### config.mk
export PLATFORM = sky130hd
export DESIGN_NAME = tpu_host_ctrl_flat
export DESIGN_NICKNAME = d
export VERILOG_FILES = /design/src/rtl/tpu_host_ctrl_if.sv /design/src/rtl/tpu_host_ctrl.sv /design/src/flat_wrapper.sv
export SDC_FILE = /design/constraint.sdc
export NUM_CORES = 1
export LEC_CHECK = 0
export BUFFER_PORTS_ARGS = -buffer_cell sky130_fd_sc_hd__clkbuf_2
export CAP_MARGIN = 20
export CORE_AREA = 2 2 195 197
export DETAILED_ROUTE_END_ITERATION = 16
export DIE_AREA = 0 0 197 199
export GPL_TIMING_DRIVEN = 0
export PLACE_DENSITY = 0.5
export RECOVER_POWER = 100
export SLEW_MARGIN = 25
export SYNTH_ARGS = -nofsm -noshare
export SYNTH_HDL_FRONTEND = slang
export SYNTH_SLANG_ARGS = --single-unit
### constraint.sdc
create_clock -name clk -period 2.2 [get_ports clk]
set_input_delay 0 -clock clk [delete_from_list [all_inputs] [get_ports clk]]
set_output_delay 0 -clock clk [all_outputs]
set_load 0.01 [all_outputs]
### src/rtl/tpu_host_ctrl_if.sv
// ---------------------------------------------------------------------------
// tpu_host_ctrl_if
//   Bundles every handshake and bus signal of the TPU host controller:
//   command stream (cmd_*), load stream (ld_*), result stream (res_*),
//   error pulse, TPU launch/busy handshake, A/B buffer write ports and the
//   C buffer read port.
//   slave  : the controller itself (tpu_host_ctrl)
//   master : the surrounding fabric (host, TPU, buffers)
// ---------------------------------------------------------------------------
interface tpu_host_ctrl_if #(
  parameter int IDX_W = 16,
  parameter int AB_W  = 32,
  parameter int C_W   = 128
);
  logic             cmd_valid;
  logic             cmd_ready;
  logic [7:0]       cmd_k;
  logic [7:0]       cmd_m;
  logic [7:0]       cmd_n;
  logic             ld_valid;
  logic             ld_ready;
  logic [AB_W-1:0]  ld_a;
  logic [AB_W-1:0]  ld_b;
  logic             res_valid;
  logic             res_ready;
  logic [C_W-1:0]   res_data;
  logic             res_last;
  logic             err;
  logic             tpu_in_valid;
  logic [7:0]       tpu_K;
  logic [7:0]       tpu_M;
  logic [7:0]       tpu_N;
  logic             tpu_busy;
  logic             host_own;
  logic             a_wr_en;
  logic             b_wr_en;
  logic [IDX_W-1:0] a_index;
  logic [IDX_W-1:0] b_index;
  logic [AB_W-1:0]  a_data_in;
  logic [AB_W-1:0]  b_data_in;
  logic [IDX_W-1:0] c_index;
  logic [C_W-1:0]   c_data_out;

  modport slave (
    input  cmd_valid, cmd_k, cmd_m, cmd_n, ld_valid, ld_a, ld_b, res_ready,
           tpu_busy, c_data_out,
    output cmd_ready, ld_ready, res_valid, res_data, res_last, err,
           tpu_in_valid, tpu_K, tpu_M, tpu_N, host_own, a_wr_en, b_wr_en,
           a_index, b_index, a_data_in, b_data_in, c_index
  );

  modport master (
    output cmd_valid, cmd_k, cmd_m, cmd_n, ld_valid, ld_a, ld_b, res_ready,
           tpu_busy, c_data_out,
    input  cmd_ready, ld_ready, res_valid, res_data, res_last, err,
           tpu_in_valid, tpu_K, tpu_M, tpu_N, host_own, a_wr_en, b_wr_en,
           a_index, b_index, a_data_in, b_data_in, c_index
  );
endinterface

### src/rtl/tpu_host_ctrl.sv
// ---------------------------------------------------------------------------
// tpu_host_ctrl
//   Host-side initiator for the 4x4 systolic TPU. Accepts a command (K/M/N),
//   streams K load beats into the A/B buffers, pulses the TPU launch, waits
//   for the busy handshake, then reads the four C rows back onto the result
//   stream.
// Ports
//   clk  : clock
//   rst  : synchronous reset, active high
//   bus  : tpu_host_ctrl_if.slave (command / load / result streams, err,
//          TPU launch + busy, A/B write ports, C read port)
// ---------------------------------------------------------------------------
module tpu_host_ctrl #(
  parameter int IDX_W  = 16,
  parameter int AB_W   = 32,
  parameter int C_W    = 128,
  parameter int TO_CYC = 16
) (
  input logic            clk,
  input logic            rst,
  tpu_host_ctrl_if.slave bus
);

  localparam int TMO_W = $clog2(TO_CYC + 1);
  localparam logic [TMO_W-1:0] TMO_LAST = TMO_W'(TO_CYC - 1);

  typedef enum logic [2:0] {
    S_IDLE   = 3'd0,
    S_LOAD   = 3'd1,
    S_LAUNCH = 3'd2,
    S_WAITB  = 3'd3,
    S_RUN    = 3'd4,
    S_UNLOAD = 3'd5
  } state_t;

  // Per-row unload phases: RD presents the address, CAP captures the
  // buffer data one cycle later, HOLD presents the row until accepted.
  typedef enum logic [1:0] {
    P_RD   = 2'd0,
    P_CAP  = 2'd1,
    P_HOLD = 2'd2
  } phase_t;

  state_t           state_q, state_d;
  phase_t           phase_q, phase_d;
  logic [7:0]       kc_q, kc_d;
  logic [1:0]       row_q, row_d;
  logic [TMO_W-1:0] tmo_q, tmo_d;
  logic [7:0]       k_q, k_d, m_q, m_d, n_q, n_d;
  logic [C_W-1:0]   res_data_q, res_data_d;
  logic             res_valid_q, res_valid_d;
  logic             res_last_q, res_last_d;
  logic             err_q, err_d;

  logic             cmd_ready;
  logic             ld_ready;
  logic             wr_en;
  logic [IDX_W-1:0] wr_index;
  logic [AB_W-1:0]  a_wdata;
  logic [AB_W-1:0]  b_wdata;
  logic             tpu_in_valid;
  logic             host_own;
  logic [IDX_W-1:0] c_index;

  // State and datapath registers with synchronous reset.
  always_ff @(posedge clk) begin
    if (rst) begin
      state_q     <= S_IDLE;
      phase_q     <= P_RD;
      kc_q        <= 8'd0;
      row_q       <= 2'd0;
      tmo_q       <= {TMO_W{1'b0}};
      k_q         <= 8'd0;
      m_q         <= 8'd0;
      n_q         <= 8'd0;
      res_data_q  <= {C_W{1'b0}};
      res_valid_q <= 1'b0;
      res_last_q  <= 1'b0;
      err_q       <= 1'b0;
    end else begin
      state_q     <= state_d;
      phase_q     <= phase_d;
      kc_q        <= kc_d;
      row_q       <= row_d;
      tmo_q       <= tmo_d;
      k_q         <= k_d;
      m_q         <= m_d;
      n_q         <= n_d;
      res_data_q  <= res_data_d;
      res_valid_q <= res_valid_d;
      res_last_q  <= res_last_d;
      err_q       <= err_d;
    end
  end

  // Next-state and next-datapath logic.
  always_comb begin
    state_d     = state_q;
    phase_d     = phase_q;
    kc_d        = kc_q;
    row_d       = row_q;
    tmo_d       = tmo_q;
    k_d         = k_q;
    m_d         = m_q;
    n_d         = n_q;
    res_data_d  = res_data_q;
    res_valid_d = res_valid_q;
    res_last_d  = res_last_q;
    err_d       = 1'b0;
    case (state_q)
      S_IDLE: begin
        if (bus.cmd_valid) begin
          k_d = bus.cmd_k;
          m_d = bus.cmd_m;
          n_d = bus.cmd_n;
          // A zero-step matmul is rejected without touching the buffers.
          if (bus.cmd_k == 8'd0) begin
            err_d = 1'b1;
          end else begin
            state_d = S_LOAD;
            kc_d    = 8'd0;
          end
        end else begin
          state_d = S_IDLE;
        end
      end
      S_LOAD: begin
        if (bus.ld_valid) begin
          kc_d = kc_q + 8'd1;
          if (kc_q == (k_q - 8'd1)) begin
            state_d = S_LAUNCH;
          end else begin
            state_d = S_LOAD;
          end
        end else begin
          kc_d = kc_q;
        end
      end
      S_LAUNCH: begin
        state_d = S_WAITB;
        tmo_d   = {TMO_W{1'b0}};
      end
      S_WAITB: begin
        if (bus.tpu_busy) begin
          state_d = S_RUN;
        end else if (tmo_q == TMO_LAST) begin
          state_d = S_IDLE;
          err_d   = 1'b1;
        end else begin
          tmo_d = tmo_q + {{(TMO_W-1){1'b0}}, 1'b1};
        end
      end
      S_RUN: begin
        if (!bus.tpu_busy) begin
          state_d = S_UNLOAD;
          row_d   = 2'd0;
          phase_d = P_RD;
        end else begin
          state_d = S_RUN;
        end
      end
      S_UNLOAD: begin
        case (phase_q)
          P_RD: begin
            phase_d = P_CAP;
          end
          P_CAP: begin
            res_data_d  = bus.c_data_out;
            res_valid_d = 1'b1;
            res_last_d  = (row_q == 2'd3);
            phase_d     = P_HOLD;
          end
          P_HOLD: begin
            if (res_valid_q && bus.res_ready) begin
              res_valid_d = 1'b0;
              res_last_d  = 1'b0;
              if (row_q == 2'd3) begin
                state_d = S_IDLE;
                phase_d = P_RD;
              end else begin
                // Next row address was already presented during HOLD,
                // so its data is ready to capture right away.
                row_d   = row_q + 2'd1;
                phase_d = P_CAP;
              end
            end else begin
              phase_d = P_HOLD;
            end
          end
          default: begin
            phase_d = P_RD;
          end
        endcase
      end
      default: begin
        state_d = S_IDLE;
      end
    endcase
  end

  // Combinational FSM outputs: handshakes, buffer ports and launch pulse.
  always_comb begin
    cmd_ready    = 1'b0;
    ld_ready     = 1'b0;
    wr_en        = 1'b0;
    wr_index     = {IDX_W{1'b0}};
    a_wdata      = {AB_W{1'b0}};
    b_wdata      = {AB_W{1'b0}};
    tpu_in_valid = 1'b0;
    host_own     = 1'b1;
    c_index      = {IDX_W{1'b0}};
    case (state_q)
      S_IDLE: begin
        cmd_ready = 1'b1;
      end
      S_LOAD: begin
        ld_ready = 1'b1;
        if (bus.ld_valid) begin
          wr_en    = 1'b1;
          wr_index = IDX_W'(kc_q);
          a_wdata  = bus.ld_a;
          b_wdata  = bus.ld_b;
        end else begin
          wr_en = 1'b0;
        end
      end
      S_LAUNCH: begin
        tpu_in_valid = 1'b1;
        host_own     = 1'b0;
      end
      S_WAITB: begin
        host_own = 1'b0;
      end
      S_RUN: begin
        host_own = 1'b0;
      end
      S_UNLOAD: begin
        // While a row is held, prefetch the next row's address.
        if (phase_q == P_HOLD) begin
          c_index = IDX_W'(row_q + 2'd1);
        end else begin
          c_index = IDX_W'(row_q);
        end
      end
      default: begin
        host_own = 1'b1;
      end
    endcase
  end

  assign bus.cmd_ready    = cmd_ready;
  assign bus.ld_ready     = ld_ready;
  assign bus.a_wr_en      = wr_en;
  assign bus.b_wr_en      = wr_en;
  assign bus.a_index      = wr_index;
  assign bus.b_index      = wr_index;
  assign bus.a_data_in    = a_wdata;
  assign bus.b_data_in    = b_wdata;
  assign bus.tpu_in_valid = tpu_in_valid;
  assign bus.host_own     = host_own;
  assign bus.c_index      = c_index;
  assign bus.tpu_K        = k_q;
  assign bus.tpu_M        = m_q;
  assign bus.tpu_N        = n_q;
  assign bus.res_data     = res_data_q;
  assign bus.res_valid    = res_valid_q;
  assign bus.res_last     = res_last_q;
  assign bus.err          = err_q;

endmodule

### src/flat_wrapper.sv
// flat-port wrapper written by rule: the top's interface ports become plain ports
module tpu_host_ctrl_flat 
#(
  parameter int IDX_W  = 16,
  parameter int AB_W   = 32,
  parameter int C_W    = 128,
  parameter int TO_CYC = 16
)
  (clk, rst, bus_cmd_valid, bus_cmd_k, bus_cmd_m, bus_cmd_n, bus_ld_valid, bus_ld_a, bus_ld_b, bus_res_ready, bus_tpu_busy, bus_c_data_out, bus_cmd_ready, bus_ld_ready, bus_res_valid, bus_res_data, bus_res_last, bus_err, bus_tpu_in_valid, bus_tpu_K, bus_tpu_M, bus_tpu_N, bus_host_own, bus_a_wr_en, bus_b_wr_en, bus_a_index, bus_b_index, bus_a_data_in, bus_b_data_in, bus_c_index);
  tpu_host_ctrl_if #(.IDX_W(IDX_W), .AB_W(AB_W), .C_W(C_W)) bus_i ();
  input logic clk;
  input logic rst;
  input wire logic [$bits(bus_i.cmd_valid)-1:0] bus_cmd_valid;
  input wire logic [$bits(bus_i.cmd_k)-1:0] bus_cmd_k;
  input wire logic [$bits(bus_i.cmd_m)-1:0] bus_cmd_m;
  input wire logic [$bits(bus_i.cmd_n)-1:0] bus_cmd_n;
  input wire logic [$bits(bus_i.ld_valid)-1:0] bus_ld_valid;
  input wire logic [$bits(bus_i.ld_a)-1:0] bus_ld_a;
  input wire logic [$bits(bus_i.ld_b)-1:0] bus_ld_b;
  input wire logic [$bits(bus_i.res_ready)-1:0] bus_res_ready;
  input wire logic [$bits(bus_i.tpu_busy)-1:0] bus_tpu_busy;
  input wire logic [$bits(bus_i.c_data_out)-1:0] bus_c_data_out;
  output wire logic [$bits(bus_i.cmd_ready)-1:0] bus_cmd_ready;
  output wire logic [$bits(bus_i.ld_ready)-1:0] bus_ld_ready;
  output wire logic [$bits(bus_i.res_valid)-1:0] bus_res_valid;
  output wire logic [$bits(bus_i.res_data)-1:0] bus_res_data;
  output wire logic [$bits(bus_i.res_last)-1:0] bus_res_last;
  output wire logic [$bits(bus_i.err)-1:0] bus_err;
  output wire logic [$bits(bus_i.tpu_in_valid)-1:0] bus_tpu_in_valid;
  output wire logic [$bits(bus_i.tpu_K)-1:0] bus_tpu_K;
  output wire logic [$bits(bus_i.tpu_M)-1:0] bus_tpu_M;
  output wire logic [$bits(bus_i.tpu_N)-1:0] bus_tpu_N;
  output wire logic [$bits(bus_i.host_own)-1:0] bus_host_own;
  output wire logic [$bits(bus_i.a_wr_en)-1:0] bus_a_wr_en;
  output wire logic [$bits(bus_i.b_wr_en)-1:0] bus_b_wr_en;
  output wire logic [$bits(bus_i.a_index)-1:0] bus_a_index;
  output wire logic [$bits(bus_i.b_index)-1:0] bus_b_index;
  output wire logic [$bits(bus_i.a_data_in)-1:0] bus_a_data_in;
  output wire logic [$bits(bus_i.b_data_in)-1:0] bus_b_data_in;
  output wire logic [$bits(bus_i.c_index)-1:0] bus_c_index;
  assign bus_i.cmd_valid = bus_cmd_valid;
  assign bus_i.cmd_k = bus_cmd_k;
  assign bus_i.cmd_m = bus_cmd_m;
  assign bus_i.cmd_n = bus_cmd_n;
  assign bus_i.ld_valid = bus_ld_valid;
  assign bus_i.ld_a = bus_ld_a;
  assign bus_i.ld_b = bus_ld_b;
  assign bus_i.res_ready = bus_res_ready;
  assign bus_i.tpu_busy = bus_tpu_busy;
  assign bus_i.c_data_out = bus_c_data_out;
  assign bus_cmd_ready = bus_i.cmd_ready;
  assign bus_ld_ready = bus_i.ld_ready;
  assign bus_res_valid = bus_i.res_valid;
  assign bus_res_data = bus_i.res_data;
  assign bus_res_last = bus_i.res_last;
  assign bus_err = bus_i.err;
  assign bus_tpu_in_valid = bus_i.tpu_in_valid;
  assign bus_tpu_K = bus_i.tpu_K;
  assign bus_tpu_M = bus_i.tpu_M;
  assign bus_tpu_N = bus_i.tpu_N;
  assign bus_host_own = bus_i.host_own;
  assign bus_a_wr_en = bus_i.a_wr_en;
  assign bus_b_wr_en = bus_i.b_wr_en;
  assign bus_a_index = bus_i.a_index;
  assign bus_b_index = bus_i.b_index;
  assign bus_a_data_in = bus_i.a_data_in;
  assign bus_b_data_in = bus_i.b_data_in;
  assign bus_c_index = bus_i.c_index;
  tpu_host_ctrl #(.IDX_W(IDX_W), .AB_W(AB_W), .C_W(C_W), .TO_CYC(TO_CYC)) u_core (.clk(clk), .rst(rst), .bus(bus_i));
endmodule
==> out/qor.csv, run 1 <==
stage;metric;value;unit
sta;setup_ws;0.125;ns
placement;dpl_worst_slack;-0.223;ns
sta;tightestPinTransition;0.848;ns
placement;dp_hpwl;26100;µm
cells_and_area;multiInputGateArea;3520;µm²
worst_setup_path;start_kind;flop;
cts;clockRootBuffer;clkbuf_16;
sta;rsz0062_at_grt;no;
floorplan;die_h;199;µm
sta;fin_crit_sh;94.3;%
cells_and_area;drive_gt1_share;23.9;%
cells_and_area;layout_commonest_cell;nand2_1;
cts;cts_tree;done;
worst_setup_path;cp.arrival;2.07;ns
logic_synthesis;synth_seq_cells;175;
logic_synthesis;ys_top_cells_by_area;dfxtp_1, nand2_1, a21oi_1, and2_1, buf_4;
hold_path;min_path_type;input pin to flop;
detailed_routing;ant_nets;0;
cts;cts.sinks;175;
placement;port-buffer-count;464;
global_route;grt_max_degree;17;
logic_synthesis;synth.top_cell.area_share;46.5;%
sta;setup_violations;0;
floorplan;die_w;197;µm
logic_synthesis;ys_types;51;
global_route;grtUsageTotal;16.7;%
floorplan;dieArea;39200;µm²
logic_synthesis;synth_edf_count;0;
floorplan;coreArea;37100;µm²
global_route;grt_first_pass_wirelength;49500;µm
flow_run;drv_cap;0;
logic_synthesis;synth_cells;969;
cts;clock_insertion_delay_worst_skew;0.45;ns
cts;htreeDepth;4;
detailed_routing;vias;8864;
detailed_routing;drt_iter0_drc;300;
floorplan;row_count;71;
worst_setup_path;crit_path_max_fanout;10;
sta;finalCriticalPeriod;2.07;ns
logic_synthesis;yosysSeqAreaShare;46.5;%
sta;hold_violations;0;
detailed_routing;drc;0;
worst_setup_path;critPathRequiredTime;2.20;ns
sta;clock.fmax;482;MHz
sta;worst_hold_slack;0.0582;ns
cts;cts_made_buffers;17;
logic_synthesis;ys.flop_type;dfxtp_1;
global_route;grt-ovfl-total;0;
power_and_ir_drop;vdd_drop_max;0.000532;V
cells_and_area;final_cell_mix;nand2_1, clkbuf_2, clkbuf_1;
sta;finClkSkew;0.0113;ns
power_and_ir_drop;leakage;5.08;nW
global_route;first_global_vias;8608;
floorplan;io_pins;495;
cells_and_area;nets;1862;
status;outcome;completed;
detailed_routing;viasPerCell;4.18;
logic_synthesis;avgSynthCellArea;7.78;µm²
placement;place_congestion;0.861;
logic_synthesis;yosys_warnings;0;
cells_and_area;final_util;33.6;%
cts;clockBufferDepth;2;
detailed_routing;wl_per_cell;16.0;µm
detailed_routing;routed_wl;33900;µm
logic_synthesis;yosysTopAreaCell;dfxtp_1;
floorplan;initial_core_util;20.3;%
cells_and_area;areaGrowthSynthToFinish;65.5;%
logic_synthesis;syn-cell-area;7540;µm²
cells_and_area;n_fill_cell;4057;
detailed_routing;drt_pass1_iterations;5;
global_route;antenna_found_initial;2;
power_and_ir_drop;powerDensity;602;nW/µm²
worst_setup_path;cp-end-kind;output port;
cells_and_area;seqCellArea;3510;µm²
cts;clkTransAtPathRegs;0.07;ns
sta;slew_viol_final;0;
worst_setup_path;worstSetupPathType;flop to output port;
sta;relSlewSlack;43.5;%
logic_synthesis;async_flop_share;0;%
## through the flow
| step | total power, mW | instance area (µm²) | TNS (ns) | cells |
|---|---|---|---|---|
| 3_5_place_dp | 4.47 | 10600 | -13.51 | 1935 |
| 3_3_place_gp | 4.47 | 10600 | -12.86 | 1935 |
| 5_1_grt | 7.86 | 12500 | 0 | 2122 |
| 2_1_floorplan | 3.92 | 7640 | 0 | 997 |
| 6_report | 7.51 | 12500 | 0 | 2122 |
| 4_1_cts | 7.62 | 12700 | 0 | 2121 |
## synthesized netlist by cell type (all sizes together), types with 2 or more instances
cell,instances
nand4,2
nand2,321
clkbuf,48
xor2,7
ha,5
a21oi,162
nor4,6
nand2b,2
or3,2
o21ai,11
dfxtp,175
nand3,4
nor2,28
mux2i,5
inv,7
nor3,8
and2,74
xnor2,13
nor3b,3
o31ai,2
a22oi,2
buf,56
nor2b,3
a31oi,4
## kinds of logic after synthesis
family | count (synthesis) | synth area share [%]
simple gates | 460 | 27.4
fa+ha+maj | 5 | 0.830
compound gates | 192 | 13.7
other cells | 1 | 0.0497
xor+xnor | 20 | 2.32
buf+inv | 111 | 8.60
mux | 5 | 0.664
flops | 175 | 46.5
## where the power goes
part,total [mW],internal [mW],leakage [nW],switching (mW)
Clock,2.90,1.49,0.259,1.41
Combinational,1.33,0.642,3.40,0.688
Sequential,3.28,3.22,1.41,0.0562
## layer usage
| metal | up-vias | GRT usage (%) | routed length [µm] |
|---|---|---|---|
| li1 | 4399 | - | - |
| met1 | 4071 | 16.9 | 12400 |
| met2 | 350 | 31.8 | 18000 |
| met3 | 44 | 5.10 | 2560 |
| met4 | 0 | 6.85 | 901 |
| met5 | - | 0 | 0 |
## final cells by class
class	instances	area share, %
Clock inverter	12	0.802
Clock buffer	19	3.55
Tap cell	474	4.75
Inverter	7	0.211
Sequential cell	175	28.1
Buffer	103	5.08
Multi-Input combinational cell	711	28.2
Antenna cell	1	0.0201
Timing Repair Buffer	620	29.3
## registers in the layout, indices dropped and copies added (netlist names)
name	count
u_core.bus.res_data	128
u_core.bus.tpu_K	8
u_core.bus.tpu_M	8
u_core.bus.tpu_N	8
u_core.kc_q	8
u_core.tmo_q	5
u_core.state_q	3
u_core.phase_q	2
u_core.row_q	2
u_core.bus.err	1
u_core.bus.res_last	1
u_core.bus.res_valid	1
## worst max-delay path, cell delays in order, from the launching register on
cell and delay (ns):
dfxtp_1 0.33, nand2b_1 0.19, nor3b_4 0.30, buf_8 0.19, clkbuf_1 0.26, and2_1 0.21, clkbuf_2 0.14
## path summary, 6_finish.rpt
check / to / slack, ns / depth (start not counted) / from
max: bus_a_data_in[12] / 0.13 / 6 / u_core.state_q[2]$_SDFFE_PP0P_
min reg2reg: u_core.bus.res_data[7]$_SDFFE_PP0P_ / 0.45 / 2 / u_core.bus.res_data[7]$_SDFFE_PP0P_
min: u_core.phase_q[0]$_SDFFE_PP0P_ / 0.06 / 5 / bus_res_ready
max reg2reg: u_core.state_q[1]$_SDFFE_PP0P_ / 0.13 / 9 / u_core.tmo_q[0]$_SDFFE_PP0P_
## timing repair
action | in CTS | in global routing
pin swaps | 1 | 2
buffers inserted | 0 | 1
hold buffers | 155 | 0
resized for setup | 14 | 14
endpoints found under the setup margin | 193 | 43
endpoints found under the hold margin | 154 | 0
Note: power is estimated with default switching activity, not from simulation.
==> inputs of run 2 (changes only) <==
==> constraint.sdc (replaced) <==
create_clock -name clk -period 2.2 [get_ports clk]
set_input_delay 0.33 -clock clk [delete_from_list [all_inputs] [get_ports clk]]
set_output_delay 0.33 -clock clk [all_outputs]
set_load 0.01 [all_outputs]
==> out/qor.csv, run 2 (same netlist as run 1, synthesis figures left out) <==
stage;metric;value;unit;change
worst_setup_path;worstSetupPathType;flop to output port;;unchanged
cts;clockBufferDepth;2;;unchanged
worst_setup_path;crit_path_max_incr_delay;0.33;ns;about the same
floorplan;dieArea;39200;µm²;unchanged
sta;tightestPinTransition;0.836;ns;was 0.848 ns
floorplan;die_w;197;µm;unchanged
placement;place_congestion;0.861;;unchanged
flow_run;drv_cap;0;;unchanged
placement;dp_hpwl;26100;µm;unchanged
floorplan;io_pins;495;;unchanged
global_route;grtUsageTotal;16.1;%;was 16.7%
cells_and_area;nets;1709;;was 1862
cts;htreeDepth;4;;unchanged
global_route;grt-ovfl-total;0;;unchanged
sta;clock.fmax;457;MHz;was 482 MHz
cells_and_area;layout_commonest_cell;nand2_1;;unchanged
cts;clkTransAtPathRegs;0.08;ns;was 0.07 ns
sta;hold_violations;0;;unchanged
power_and_ir_drop;powerDensity;658;nW/µm²;was 602 nW/µm²
worst_setup_path;path_cells;nand2b_4 > nor3b_4 > buf_8 > clkbuf_8 > and2_1 > clkbuf_8;;was nand2b_1 > nor3b_4 > buf_8 > clkbuf_1 > and2_1 > clkbuf_2
sta;setup_ws;0.0135;ns;was 0.125 ns
detailed_routing;ant_nets;0;;unchanged
sta;worst_hold_slack;0.0843;ns;was 0.0582 ns
worst_setup_path;cpMostUsedCell;clkbuf_8;;
sta;relSlewSlack;44.3;%;was 43.5%
cells_and_area;largest_reg_flops;128;;unchanged
detailed_routing;drc;0;;unchanged
hold_path;min_path_type;input pin to flop;;unchanged
hold_path;min-delay-start;bus_c_data_out[99];;was bus_res_ready
floorplan;coreArea;37100;µm²;unchanged
status;outcome;completed;;unchanged
power_and_ir_drop;leakage;4.67;nW;was 5.08 nW
floorplan;row_count;71;;unchanged
cts;cts.sinks;175;;unchanged
placement;port-buffer-count;464;;unchanged
cells_and_area;drive_gt1_share;29.5;%;was 23.9%
cts;hold_buffers;0;;was 155
power_and_ir_drop;vdd_drop_max;0.000525;V;was 0.000532 V
worst_setup_path;cp.arrival;1.86;ns;was 2.07 ns
power_and_ir_drop;power;7.40;mW;was 7.51 mW
detailed_routing;routed_wl;32300;µm;was 33900 µm
cells_and_area;areaGrowthSynthToFinish;49.2;%;was 65.5%
detailed_routing;drt_iter0_drc;234;;was 300
worst_setup_path;cp-end-kind;output port;;unchanged
worst_setup_path;crit_path_max_fanout;10;;unchanged
cells_and_area;final_cell_mix;nand2_1, clkbuf_2, clkbuf_1;;unchanged
global_route;antenna_found_initial;2;;unchanged
worst_setup_path;critPathRequiredTime;1.87;ns;was 2.20 ns
sta;finClkSkew;0.0108;ns;was 0.0113 ns
global_route;first_global_vias;7864;;was 8608
detailed_routing;wl_per_cell;16.4;µm;was 16.0 µm
global_route;grt_max_degree;17;;unchanged
cells_and_area;n_fill_cell;4192;;was 4057
cts;clock_insertion_delay_worst_skew;0.46;ns;was 0.45 ns
placement;dpl_worst_slack;-0.341;ns;was -0.223 ns
cells_and_area;multiInputGateArea;3560;µm²;was 3520 µm²
placement;placed_cell_area;10600;µm²;unchanged
detailed_routing;viasPerCell;4.15;;was 4.18
sta;rsz0062_at_grt;yes;;was no
sta;finalCriticalPeriod;2.19;ns;was 2.07 ns
worst_setup_path;cp-startpoint;u_core.state_q[2]$_SDFFE_PP0P_;;unchanged
cts;cts_made_buffers;17;;unchanged
floorplan;initial_core_util;20.3;%;unchanged
worst_setup_path;start_kind;flop;;unchanged
sta;fin_crit_sh;99.4;%;was 94.3%
cts;cts_tree;done;;unchanged
cells_and_area;seqCellArea;3510;µm²;about the same
cts;clockRootBuffer;clkbuf_16;;unchanged
sta;setup_violations;0;;unchanged
sta;slew_viol_final;0;;unchanged
floorplan;die_h;199;µm;unchanged
global_route;grt_first_pass_wirelength;46800;µm;was 49500 µm
detailed_routing;vias;8169;;was 8864
worst_setup_path;regToRegStartpoint;u_core.tmo_q[0]$_SDFFE_PP0P_;;unchanged
detailed_routing;drt_pass1_iterations;4;;was 5
worst_setup_path;critPathSlowestCell;dfxtp_2;;was dfxtp_1
cells_and_area;final_area;11300;µm²;was 12500 µm²
## run 2: cell types whose count changed in the layout (fill, tap and decap cells not counted), sizes merged
cell,before,now
clkbuf,536,497
dlygate4sd3,155,0
buf,51,92
## run 2: final timing paths
| path | slack [ns] | cells past startpoint | to |
|---|---|---|---|
| setup / recovery | 0.01 | 6 | bus_b_data_in[20] |
| hold / removal | 0.08 | 3 | u_core.bus.res_data[99]$_SDFFE_PP0P_ |
| setup reg to reg | 0.15 | 9 | u_core.state_q[1]$_SDFFE_PP0P_ |
| hold reg to reg | 0.45 | 2 | u_core.bus.res_data[7]$_SDFFE_PP0P_ |
## run 2: final cells by class
cell class                 count  share of cell area [%]
multi-input combinational    711                    31.6
sequential                   175                    31.2
timing repair buffer         472                    20.9
buffer                        98                    5.95
tap                          474                    5.27
clock buffer                  19                    3.94
clock inverter                12                   0.890
inverter                       7                   0.234
antenna                        1                  0.0222
## run 2: critical path, delay by kind of cell (launching register included)
kind	cells	cell delay (ns)
buf+inv	3	0.51
flops	1	0.33
simple gates	3	0.56
## run 2: layer usage
layer | GRT usage [%] | wire length [µm] | vias up
li1 | - | - | 4093
met1 | 15.9 | 11500 | 3716
met2 | 30.2 | 17000 | 322
met3 | 5.90 | 2840 | 38
met4 | 6.71 | 1030 | 0
met5 | 0 | 0 | -
## run 2: what timing repair did
| action | in CTS | in global routing |
|---|---|---|
| gates resized for setup | 50 | 92 |
| buffers inserted | 5 | 2 |
| cloned | 2 | 0 |
| endpoints found under the setup margin | 193 | 89 |
| pin swaps | 2 | 4 |
| hold endpoints to repair | 0 | 0 |
## run 2: per-stage QoR
step | util, % | TNS [ns] | cells
after floorplan | - | 0 | 997
after global placement | 28.4 | -26.13 | 1935
after detailed placement | 28.4 | -29.02 | 1935
after CTS | 30.5 | -0.177 | 1972
after global routing | 30.3 | -1.56 | 1968
final | 30.3 | 0 | 1969
## run 2: power by group
| part | switching (mW) | leakage, nW | internal (mW) |
|---|---|---|---|
| clock | 1.39 | 0.259 | 1.49 |
| combinational | 0.656 | 2.99 | 0.579 |
| sequential | 0.0601 | 1.41 | 3.22 |
| total | 2.10 | 4.67 | 5.30 |
